`config.mk`:
```
export PLATFORM = sky130hd
export DESIGN_NAME = muldiv_unit
export DESIGN_NICKNAME = d
export VERILOG_FILES = /design/src/rtl/muldiv_unit.sv
export SDC_FILE = /design/constraint.sdc
export NUM_CORES = 1
export LEC_CHECK = 0
export BUFFER_PORTS_ARGS = -buffer_cell sky130_fd_sc_hd__buf_4
export CORE_UTILIZATION = 35
export DETAILED_ROUTE_END_ITERATION = 12
export GPL_ROUTABILITY_DRIVEN = 0
export PLACE_DENSITY = 0.61
export SLEW_MARGIN = 5
export SYNTH_ARGS = -nofsm -noshare
export SYNTH_HDL_FRONTEND = slang
export SYNTH_SLANG_ARGS = --single-unit
```
`constraint.sdc`:
```
create_clock -name clk -period 4.2 [get_ports clk]
set_input_delay 0.42 -clock clk [delete_from_list [all_inputs] [get_ports clk]]
set_output_delay 0.42 -clock clk [all_outputs]
set_load 0.05 [all_outputs]
```
`src/rtl/muldiv_unit.sv`:
```
// Iterative radix-2 multiply/divide unit with HI/LO registers for the MIPS EX stage.
// Optional MULDIV_EARLY_OUT_EN: multiplies finish as soon as the remaining multiplier bits are zero.
module muldiv_unit #(
    parameter int WIDTH = 32,
    parameter int CNT_W = 5
) (
    input  logic             clk,
    input  logic             rst_n,
    input  logic             start,
    input  logic [1:0]       op,
    input  logic [WIDTH-1:0] src_a,
    input  logic [WIDTH-1:0] src_b,
    input  logic             hi_we,
    input  logic             lo_we,
    input  logic [WIDTH-1:0] wdata,
    input  logic             hilo_read,
    input  logic             flush,
    output logic             busy,
    output logic             done,
    output logic             stall,
    output logic [WIDTH-1:0] hi,
    output logic [WIDTH-1:0] lo
);

    typedef enum logic [1:0] {IDLE, ITER, FIX} state_t;

    state_t state, state_nxt;

    // acc: product (mul) or {remainder, quotient} (div); opa: shifted multiplicand or divisor
    logic [2*WIDTH-1:0] acc;
    logic [2*WIDTH-1:0] opa;
    logic [WIDTH-1:0]   opb;
    logic [CNT_W-1:0]   cnt;
    logic               is_div;
    logic               neg_q;
    logic               neg_r;
    logic               no_wr;

    logic signed [WIDTH-1:0] a_s;
    logic signed [WIDTH-1:0] b_s;
    logic [WIDTH-1:0]        mag_a;
    logic [WIDTH-1:0]        mag_b;
    logic                    div_zero;
    logic                    last_step;

    logic [WIDTH:0]     rem_sh;
    logic [WIDTH:0]     rem_diff;
    logic               rem_ge;
    logic [2*WIDTH-1:0] prod_fix;
    logic [WIDTH-1:0]   quot_fix;
    logic [WIDTH-1:0]   rem_fix;

    function automatic logic [WIDTH-1:0] abs_w(input logic signed [WIDTH-1:0] v);
        logic [WIDTH-1:0] r;
        r = v[WIDTH-1] ? WIDTH'(-v) : WIDTH'(v);
        return r;
    endfunction

    function automatic logic [WIDTH-1:0] cond_neg_w(input logic [WIDTH-1:0] v, input logic neg);
        return neg ? (~v + WIDTH'(1)) : v;
    endfunction

    function automatic logic [2*WIDTH-1:0] cond_neg_2w(input logic [2*WIDTH-1:0] v, input logic neg);
        return neg ? (~v + (2*WIDTH)'(1)) : v;
    endfunction

    assign a_s      = src_a;
    assign b_s      = src_b;
    // Unsigned magnitudes cover the 0x80000000 corner without an extra bit
    assign mag_a    = op[0] ? src_a : abs_w(a_s);
    assign mag_b    = op[0] ? src_b : abs_w(b_s);
    assign div_zero = op[1] && (src_b == '0);

    assign rem_sh   = acc[2*WIDTH-1:WIDTH-1];
    assign rem_ge   = rem_sh >= {1'b0, opa[WIDTH-1:0]};
    assign rem_diff = rem_sh - {1'b0, opa[WIDTH-1:0]};

    assign prod_fix = cond_neg_2w(acc, neg_q);
    assign quot_fix = cond_neg_w(acc[WIDTH-1:0], neg_q);
    assign rem_fix  = cond_neg_w(acc[2*WIDTH-1:WIDTH], neg_r);

`ifdef MULDIV_EARLY_OUT_EN
    assign last_step = (cnt == '1) || (!is_div && (opb[WIDTH-1:1] == '0));
`else
    assign last_step = (cnt == '1);
`endif

    assign busy  = (state != IDLE);
    assign stall = busy && (start || hilo_read || hi_we || lo_we);

    always_ff @(posedge clk or negedge rst_n) begin
        if (!rst_n) begin
            state <= IDLE;
        end else begin
            state <= state_nxt;
        end
    end

    always_comb begin
        state_nxt = state;
        case (state)
            IDLE: begin
                if (start) begin
                    state_nxt = div_zero ? FIX : ITER;
                end
            end
            ITER: begin
                if (last_step) begin
                    state_nxt = FIX;
                end
            end
            FIX:     state_nxt = IDLE;
            default: state_nxt = IDLE;
        endcase
        if (flush) begin
            state_nxt = IDLE;
        end
    end

    always_ff @(posedge clk or negedge rst_n) begin
        if (!rst_n) begin
            acc    <= '0;
            opa    <= '0;
            opb    <= '0;
            cnt    <= '0;
            is_div <= 1'b0;
            neg_q  <= 1'b0;
            neg_r  <= 1'b0;
            no_wr  <= 1'b0;
            done   <= 1'b0;
            hi     <= '0;
            lo     <= '0;
        end else begin
            done <= 1'b0;
            case (state)
                IDLE: begin
                    if (flush) begin
                        // squashed cycle: neither the issue nor an MTHI/MTLO takes effect
                    end else if (start) begin
                        is_div <= op[1];
                        neg_q  <= !op[0] && (src_a[WIDTH-1] ^ src_b[WIDTH-1]);
                        neg_r  <= !op[0] && src_a[WIDTH-1];
                        no_wr  <= div_zero;
                        cnt    <= '0;
                        opb    <= mag_b;
                        if (op[1]) begin
                            acc <= {{WIDTH{1'b0}}, mag_a};
                            opa <= {{WIDTH{1'b0}}, mag_b};
                        end else begin
                            acc <= '0;
                            opa <= {{WIDTH{1'b0}}, mag_a};
                        end
                    end else begin
                        if (hi_we) hi <= wdata;
                        if (lo_we) lo <= wdata;
                    end
                end
                ITER: begin
                    cnt <= cnt + CNT_W'(1);
                    if (is_div) begin
                        if (rem_ge) begin
                            acc <= {rem_diff[WIDTH-1:0], acc[WIDTH-2:0], 1'b1};
                        end else begin
                            acc <= {rem_sh[WIDTH-1:0], acc[WIDTH-2:0], 1'b0};
                        end
                    end else begin
                        acc <= acc + (opb[0] ? opa : '0);
                        opa <= opa << 1;
                        opb <= opb >> 1;
                    end
                end
                FIX: begin
                    if (!flush) begin
                        done <= 1'b1;
                        if (!no_wr) begin
                            if (is_div) begin
                                hi <= rem_fix;
                                lo <= quot_fix;
                            end else begin
                                hi <= prod_fix[2*WIDTH-1:WIDTH];
                                lo <= prod_fix[WIDTH-1:0];
                            end
                        end
                    end
                end
                default: ;
            endcase
        end
    end

endmodule

```
# ---- Word-level counts from Yosys, hierarchy flattened
# Cells that the tools add are included.
dict set report classes {
  add_sub_neg 8
  magnitude_cmp 1
  n_eq_ne 13
  n_mux 47
  bitwise_logic 5
  reduce_logical 19
}
# op count
set op_table {}
lappend op_table {{$mux W32} 23}
lappend op_table {{$mux W64} 9}
lappend op_table {{$pmux W64 S2} 2}
lappend op_table {{$pmux W32 S2} 3}
lappend op_table {{$add A32 B1 Y32 const B} 2}
lappend op_table {{$add A64 B1 Y64 const B} 1}
lappend op_table {{$add A64 B64 Y64} 1}
lappend op_table {{$neg A32 Y32} 2}
lappend op_table {{$not A32 Y32} 2}
lappend op_table {{$not A64 Y64} 1}
lappend op_table {{$ge A33 B32 Y1} 1}
lappend op_table {{$logic_not A32 Y1} 1}
lappend op_table {{$sub A32 B32 Y32} 1}
lappend op_table {{$ne A2 B2 Y1 const B} 8}
lappend op_table {{$reduce_and A6 Y1} 2}
lappend op_table {{$mux W5} 2}
lappend op_table {{$pmux W5 S2} 1}
lappend op_table {{$mux W2} 4}
lappend op_table {{$ne A3 B3 Y1 const B} 2}
lappend op_table {{$reduce_and A3 Y1} 2}
lappend op_table {{$reduce_bool A2 Y1} 3}
lappend op_table {{$add A5 B1 Y5 const B} 1}
lappend op_table {{$eq A5 B5 Y1 const B} 1}
lappend op_table {{$logic_and A1 B1 Y1} 4}
lappend op_table {{11 further kinds} 14}
dict set report word_totals {
  ff_bits 236
  out_inout_bits 67
  wordCells 105
}

# ---- Depth between registers and ports, before layout
# Gate-level depths: netlist (run 1).
dict set report depth {
  word_depth 7
  mapped_depth 15
  depth_no_buf 14
}

# ---- Least setup slack after synthesis (run 1)
# OpenSTA, ideal clock, no wires.
dict set report synth_timing {
  path_type {register to register}
  startpoint {register opb[0]}
  endpoint {register acc[63]}
  setup_ns 0.121
  arrival_time_ns 3.604
  path_slack_ns 0.476
  stages_incl_launch_ff 15
  path_buffers 2
  synth_period_minus_slack_ns 3.724
  path_cell_list {dfrtp_1 clkbuf_1 clkbuf_1 and2_1 ha_1 o211ai_1 o211ai_1 a41o_1 a211oi_1 a2111oi_1 o21bai_1 and4_1 a2111o_1 a31o_2 a22o_1}
}
dict set report synth_via {
  elab_chain_len 4
}
# item line
set synth_rtl {}
lappend synth_rtl {{start, declared} 32} ;# logic [WIDTH-1:0] opb;
lappend synth_rtl {{start signal, assigned} 145} ;# opb <= mag_b;
lappend synth_rtl {{start signal, assigned} 169} ;# opb <= opb >> 1;
lappend synth_rtl {{$mux W64} 167} ;# acc <= acc + (opb[0] ? opa : '0);
lappend synth_rtl {{$add A64 B64 Y64} 167}
lappend synth_rtl {{$mux W64} 160} ;# if (is_div) begin
lappend synth_rtl {{$pmux W64 S2} 135} ;# case (state)
lappend synth_rtl {{end signal, assigned} 162} ;# acc <= {rem_diff[WIDTH-1:0], acc[WIDTH-2:0], 1'b1};
lappend synth_rtl {{end signal, assigned} 164} ;# acc <= {rem_sh[WIDTH-1:0], acc[WIDTH-2:0], 1'b0};
lappend synth_rtl {{end signal, assigned} 167}
lappend synth_rtl {{end, declared} 30} ;# logic [2*WIDTH-1:0] acc;
# Every way passes these cells.
# A chain may end at the register's enable or synchronous reset.

# ---- Worst setup path after layout (run 1)
dict set report layout_timing {
  startpoint {register opa[9]}
  endpoint {register acc[58]}
}
dict set report layout_via {
  elab_chain_len 4
  elab_cells_between_ends 7
  cone_classes {2 x add/sub; 1 x order compare; 4 x mux}
}
# item line
set layout_rtl {}
lappend layout_rtl {{start, declared} 31} ;# logic [2*WIDTH-1:0] opa;
lappend layout_rtl {{start signal, assigned} 148} ;# opa <= {{WIDTH{1'b0}}, mag_b};
lappend layout_rtl {{start signal, assigned} 151} ;# opa <= {{WIDTH{1'b0}}, mag_a};
lappend layout_rtl {{start signal, assigned} 168} ;# opa <= opa << 1;
lappend layout_rtl {{$mux W64, or another cell as far along} 167}
lappend layout_rtl {{$add A64 B64 Y64 or $mux W64 (tied branches)} {167, 161}}
lappend layout_rtl {{$mux W64 *} 160}
lappend layout_rtl {{$pmux W64 S2 *} 135}
# Mark *: on every way between the ends. The rest lies on a longest branch, timed or not.

==> impl_metrics.py, run 1 <==
metrics = {
    "synthesis": {
        "synth_ff_type": "dfrtp_1",
        "syn_avg_cell_area_um2": 7.898,
        "synthDistinctLibCells": 78,
        "ys_ff_latch": 236,
        "yosysMostFrequentCell": "nand2_1",
        "synth_common_cells": "283 x nand2_1, 243 x a21oi_1, 236 x dfrtp_1",
        "synth-edff-count": 0,
        "ys_seq_area_share_pct": 30.05,
        "netlist_instances": 2488,
        "synth.net_count": 2696,
        "async_reset_ff_share_pct": 100.0,
        "yosys_warnings": 0,
        "synth_top_area_share_pct": 30.05,
        "yosysTopAreaCell": "dfrtp_1",
        "synthTopCellsByArea": "dfrtp_1 30%, ha_1 6.4%, a21oi_1 6.2%",
        "syn_area_um2": 19650,
    },
    "setup_path": {
        "start_kind": "register",
        "r2r_start": "opa[9]",
        "cp.required_ns": 4.60,
        "worst-setup-path-type": "reg -> reg",
        "r2r_end": "acc[58]",
        "reg2reg_slack_ns": 0.12,
        "critPathCaptureType": "register",
        "arrival_ns": 4.48,
        "r2r_cells": 14,
        "crit_fanout": 19,
    },
    "final_layout": {
        "area_growth_pct": 18.14,
        "layout.cells.non_filler": 3409,
        "drive_gt1_share_pct": 14.17,
        "fin_util_pct": 41.97,
        "nets": 2846,
        "antenna_cells": 0,
    },
    "cts": {
        "clkTransAtPathRegs_ns": 0.06,
        "cts_tree": "yes",
        "cts.path.max_buffers": 3,
        "htreeDepth": 1,
        "cts-root-buf": "clkbuf_16",
        "cts_buffers": 29,
        "clk_latency_ns": 0.59,
        "cts.sinks": 236,
    },
    "floorplan": {
        "design.core.area_um2": 55310,
        "die_area_um2": 57090,
        "fp.dieH_um": 238.9,
        "die_w_um": 238.9,
        "rows": 86,
        "io-pin-count": 172,
        "start_util_pct": 35.53,
    },
    "timing": {
        "tightestPinTransition_ns": 1.038,
        "rsz0062_at_grt": "no",
        "slew_viol_final": 0,
        "fmax_mhz": 245.0,
        "hold_viol_final": 0,
        "fin_crit_ns": 4.082,
        "setup_tns_ns": 0,
        "period_share_pct": 97.18,
        "setup_viol": 0,
        "relSlewSlack_pct": 30.82,
        "hold_ws_ns": 0.07080,
        "fin_skew_ns": 0.02091,
    },
    "drt": {
        "drt_iter0_markers": 2334,
        "drcViolationCount": 0,
        "wl_per_cell_um": 21.53,
        "drt-total-wl_um": 73380,
        "postRouteAntennaNets": 0,
        "vias": 19995,
        "vias_per_cell": 5.865,
        "first_pass_iters": 6,
    },
    "pwr": {
        "pwr_density_cell_nw_per_um2": 619.1,
        "totalPowerFinal_mw": 14.37,
        "cellLeakagePower_nw": 10.22,
        "ir_drop_v": 0.0003512,
    },
    "grt": {
        "track_usage_pct": 25.32,
        "overflow": 0,
        "antenna_found_initial": 0,
        "grt_pass1_vias": 18943,
        "grt_max_degree": 133,
        "grt_pass1_wl_um": 112900,
    },
    "run_status": {
        "status": "complete, no violations",
    },
    "worst_hold_path": {
        "holdPathStages": 2,
        "min_path_type": "in -> reg",
        "worstHoldStart": "flush",
        "whs_endpoint": "done",
    },
    "placed_design": {
        "place_inst": 3353,
        "hpwl_um": 56680,
        "portBuffers": 171,
    },
    "job": {
        "drv_cap": 0,
    },
}
## power by group
part	internal (mW)	total [mW]	leakage, nW	switching [mW]
Clock	1.66	2.79	0.501	1.13
Sequential	2.82	3.43	2.99	0.612
Combinational	3.05	8.15	6.73	5.11
Total	7.53	14.4	10.2	6.85
## worst max-delay path by stage
stage | startpoint | to | slack, ns | cells past startpoint
3_3_place_gp | opa[12] | acc[58] | 0.11 | 12
6_report | opa[9] | acc[58] | 0.12 | 14
5_1_grt | opb[0] | acc[61] | 0.02 | 14
4_1_cts | opb[0] | acc[61] | 0.06 | 14
3_5_place_dp | opb[0] | acc[61] | 0.10 | 14
2_1_floorplan | opb[0] | acc[63] | 0.48 | 14
## registers in the layout (all words and copies together) (netlist names)
signal  flops
acc        64
opa        64
hi         32
lo         32
opb        32
cnt         5
state       2
done        1
is_div      1
neg_q       1
neg_r       1
no_wr       1
## critical path: stages (launching register included)
cell and delay, ns:
dfrtp_1 0.39, inv_1 0.10, ha_1 0.38, and3_1 0.36, o211ai_1 0.14, a31oi_1 0.48
o2111ai_1 0.28, a211oi_2 0.39, o31ai_2 0.16, buf_4 0.18, nand2_1 0.11, buf_12 0.20
o21ai_0 0.10, a2111oi_0 0.34, o21ai_0 0.25
## cells by family (layout without fill, tap and decap cells)
kind of cell	after synthesis	in the layout	share of synthesized area [%]
AO/OA/AOI/OAI	875	875	28.76
AND/OR/NAND/NOR	811	811	19.48
adder cells (fa/ha/maj)	103	103	6.635
multiplexers	35	35	1.834
flip-flops	236	236	30.05
buffers and inverters	231	404	4.457
XOR/XNOR	197	197	8.781
## metrics by stage
stage	instance area, µm²	worst slack (ns)
finish	23210	0.1184
global placement	22130	0.1058
detailed placement	22130	0.1049
CTS	23190	0.05589
global route	23210	0.02278
floorplan	19650	0.4755
## placed cells by master, fill, tap and decap left out, drive strengths merged, types with 42 or more instances in the layout
cell type,netlist,layout
and2,85,85
inv,74,75
buf,15,274
nor2,214,214
xnor2,123,123
a21oi,243,243
nand2,284,284
o21ai,217,217
nor3,42,42
dfrtp,236,236
o31ai,52,52
ha,101,101
xor2,74,74
a211oi,61,61
## area by class of cell
type	instances	area (µm²)
Fill cell	5603	32090
Clock buffer	34	794.5
Tap cell	748	935.9
Sequential cell	236	5907
Inverter	75	281.5
Clock inverter	20	251.5
Multi-Input combinational cell	2021	12920
Timing Repair Buffer	275	2128
## layer usage
metal  vias up  GRT usage, %  routed length (µm)  part of all wire, %
met5         -             0                   0                    0
met4         0         7.187                2215                  3.0
met3       141         4.942                6883                  9.4
met2       925         38.46               31490                   43
met1      9605         36.13               32800                   45
li1       9324             -                   -                    -
## repair_timing
item	4_1_cts	5_1_grt
hold endpoints to repair	51	0
hold buffers	1	0
endpoints found under the setup margin	0	21
gates resized for setup	0	6
setup buffers	0	1
No activity file was read; power rests on OpenSTA's default activity.
==> inputs of run 2 (changes only) <==
- ABC_AREA: not set -> 1
- PLACE_DENSITY: 0.61 -> 0.6
==> run 2 against run 1 <==
Effect of this change:
- synthesized cell count is 72% higher
- sequential cell count stayed put
- largest cell class unchanged
- combinational power is 68% higher
- fmax is 21% higher
- count of clock-buffer cells in the layout is 4 higher
==> impl_metrics.py, run 2 <==
metrics = {
    "final_layout": {
        "antenna_cells": 0,
        "final_cell_mix": "1397 x nand2_1, 767 x inv_1, 427 x nand3_1",
        "multi_input_area_um2": 15030,
        "final_common_cell": "nand2_1",
        "fillers": 7714,
        "reg_top3": "acc: 64 flops, opa: 64 flops",
        "drive_gt1_share_pct": 7.469,
        "area_growth_pct": 14.21,
        "seqCellArea_um2": 5908,
        "nets": 4629,
    },
    "setup_path": {
        "cp_slowest_cell": "dfrtp_2",
        "slowest_delay_ns": 0.78,
        "start_kind": "register",
        "cp.required_ns": 4.68,
        "arrival_ns": 3.85,
        "critPathCaptureType": "register",
        "path_common_cell": "nand2_1",
        "worst-setup-path-type": "reg -> reg",
        "crit_fanout": 34,
        "crit_chain": "buf_4, nand2_1, inv_1, ha_1, nand2_1, nor2_1, nand2_1, nor2_1, and3_1, nand2_1, nand3_1, nand3_1, nand3_1, nand2_1",
    },
    "cts": {
        "cts_tree": "yes",
        "cts-root-buf": "clkbuf_16",
        "clkTransAtPathRegs_ns": 0.06,
        "hold_buffers": 1,
        "post-cts-setup-buffers": 0,
        "post_cts_resized": 0,
        "cts_buffers": 31,
        "htreeDepth": 1,
        "cts.path.max_buffers": 3,
        "cts.sinks": 236,
        "clk_latency_ns": 0.61,
    },
    "placed_design": {
        "hpwl_um": 82070,
        "portBuffers": 171,
    },
    "grt": {
        "track_usage_pct": 28.41,
        "grt_pass1_wl_um": 154100,
        "use_met3_pct": 3.235,
        "antenna_found_initial": 1,
        "overflow": 0,
        "grt.busiest_layer": "met2",
        "grt_pass1_vias": 25977,
        "met2_usage_pct": 43.76,
        "grt_max_degree": 102,
        "use_met1_pct": 40.30,
    },
    "drt": {
        "postRouteAntennaNets": 0,
        "drt-total-wl_um": 102200,
        "wl_per_cell_um": 19.00,
        "drt_iter0_markers": 3420,
        "vias": 28196,
        "first_pass_iters": 5,
        "drcViolationCount": 0,
        "vias_per_cell": 5.245,
    },
    "timing": {
        "fin_skew_ns": 0.02530,
        "fmax_mhz": 297.3,
        "hold_viol_final": 0,
        "relSlewSlack_pct": 37.58,
        "fin_crit_ns": 3.364,
        "tightestPinTransition_ns": 0.9329,
        "setup_tns_ns": 0,
        "slew_viol_final": 0,
        "rsz0062_at_grt": "no",
        "setup_viol": 0,
        "period_share_pct": 80.09,
    },
    "synthesis": {
        "ys_ff_latch": 236,
        "syn_avg_cell_area_um2": 5.696,
        "syn_area_um2": 24380,
        "yosysTopAreaCell": "dfrtp_1",
        "async_reset_ff_share_pct": 100.0,
        "synth.net_count": 4488,
        "yosys_warnings": 0,
        "yosysMostFrequentCell": "nand2_1",
        "synthDistinctLibCells": 54,
        "synth_common_cells": "1397 x nand2_1, 768 x inv_1, 427 x nand3_1",
        "synth_top_area_share_pct": 24.22,
        "netlist_instances": 4280,
        "synthTopCellsByArea": "dfrtp_1 24%, nand2_1 22%, inv_1 12%",
        "ys_seq_area_share_pct": 24.22,
        "synth-edff-count": 0,
        "synth_ff_type": "dfrtp_1",
    },
    "pwr": {
        "pwr-share-comb_pct": 66.2,
        "seqPwrFrac_pct": 20.5,
        "totalPowerFinal_mw": 20.73,
        "p_sw_mw": 11.93,
        "p_clk_share_pct": 13.2,
        "cellLeakagePower_nw": 15.21,
        "ir_drop_v": 0.0004182,
        "p_int_mw": 8.807,
        "pwr_density_cell_nw_per_um2": 744.6,
        "swShare_pct": 57.52,
    },
    "floorplan": {
        "fp.dieH_um": 265.9,
        "die_area_um2": 70720,
        "design.core.area_um2": 68710,
        "io-pin-count": 172,
        "start_util_pct": 35.48,
        "rows": 96,
        "die_w_um": 265.9,
    },
    "worst_hold_path": {
        "min_path_type": "in -> reg",
    },
    "run_status": {
        "status": "complete, no violations",
    },
    "job": {
        "drv_cap": 0,
    },
}
-- run 2: cell types whose count changed after synthesis, moves of 33 or more --
cell / change
o21ai_0: -69
xnor2_1: -103
and2_1: -79
inv_1: +694
nand3_1: +396
clkbuf_1: -71
a21o_1: -38
o22ai_1: +50
a22o_1: -36
nand2_1: +1114
a211oi_1: -61
a21oi_1: +33
o31ai_1: -46
nor2_1: +195
-- run 2: metal layers --
| metal | part of all wire, % | wire, µm | vias up |
|---|---|---|---|
| met3 | 9.1 | 9273 | 197 |
| li1 | - | - | 13763 |
| met2 | 43 | 43590 | 1292 |
| met1 | 44 | 44890 | 12944 |
| met5 | 0 | 0 | - |
| met4 | 4.3 | 4396 | 0 |
-- run 2: kinds of logic (layout without fill, tap and decap cells) --
logic type | count (synthesis) | in the layout | synth area share [%]
xor gates and xnor gates | 73 | 73 | 2.623
AOI/OAI and AO/OA | 590 | 590 | 13.23
buffers and inverters | 902 | 1067 | 14.20
adders and majority gates | 103 | 103 | 5.348
DFF | 236 | 236 | 24.22
and+or+nand+nor | 2376 | 2376 | 40.38
-- run 2: worst max-delay path: cells and delay by family, from the launching register on --
family,cells,cell delay (ns)
buffers and inverters,2,0.49
AND/OR/NAND/NOR,11,1.68
adder cells (fa/ha/maj),1,0.26
flip-flops,1,0.78
-- run 2: layout make-up --
type,count,share of cell area (%)
clock buffers,38,2.988
well taps,931,4.184
multi-input cells,3142,53.98
clock inverters,19,0.7010
flip-flops and latches,236,21.22
inverters,781,10.54
repair buffers,229,6.390
-- run 2: path summary, 6_finish.rpt --
kind                          from       to  slack, ns  cells past startpoint
max                         opb[0]  acc[49]       0.84                     14
min                          flush     done       0.04                      2
max reg2reg                 opb[0]  acc[49]       0.84                     14
min reg2reg                opb[23]  opb[23]       0.48                      2
max in group asynchronous    rst_n  acc[60]       2.68                      3
min in group asynchronous    rst_n    lo[2]       0.47                      2
-- run 2: power groups by stage --
stage / Clock (mW) / Sequential [mW] / Combinational, mW
global route: 2.87 / 4.33 / 15.0
floorplan: 0 / 4.66 / 8.36
finish: 2.74 / 4.26 / 13.7
global placement: 0 / 4.22 / 13.3
detailed placement: 0 / 4.23 / 13.4
CTS: 2.78 / 4.19 / 13.4
-- run 2: through the flow --
step / cell area (µm²) / util [%] / hold slack (ns) / cells / worst slack [ns]
after detailed placement: 26810 / 39.02 / 0.4610 / 5318 / 1.026
after global placement: 26810 / 39.02 / 0.4575 / 5318 / 1.033
after floorplan: 24380 / - / 0.1244 / 4280 / 1.669
after CTS: 27840 / 40.53 / 0.008221 / 5376 / 1.018
after global routing: 27840 / 40.53 / 0.03075 / 5376 / 0.7227
final: 27840 / 40.53 / 0.03729 / 5376 / 0.8360
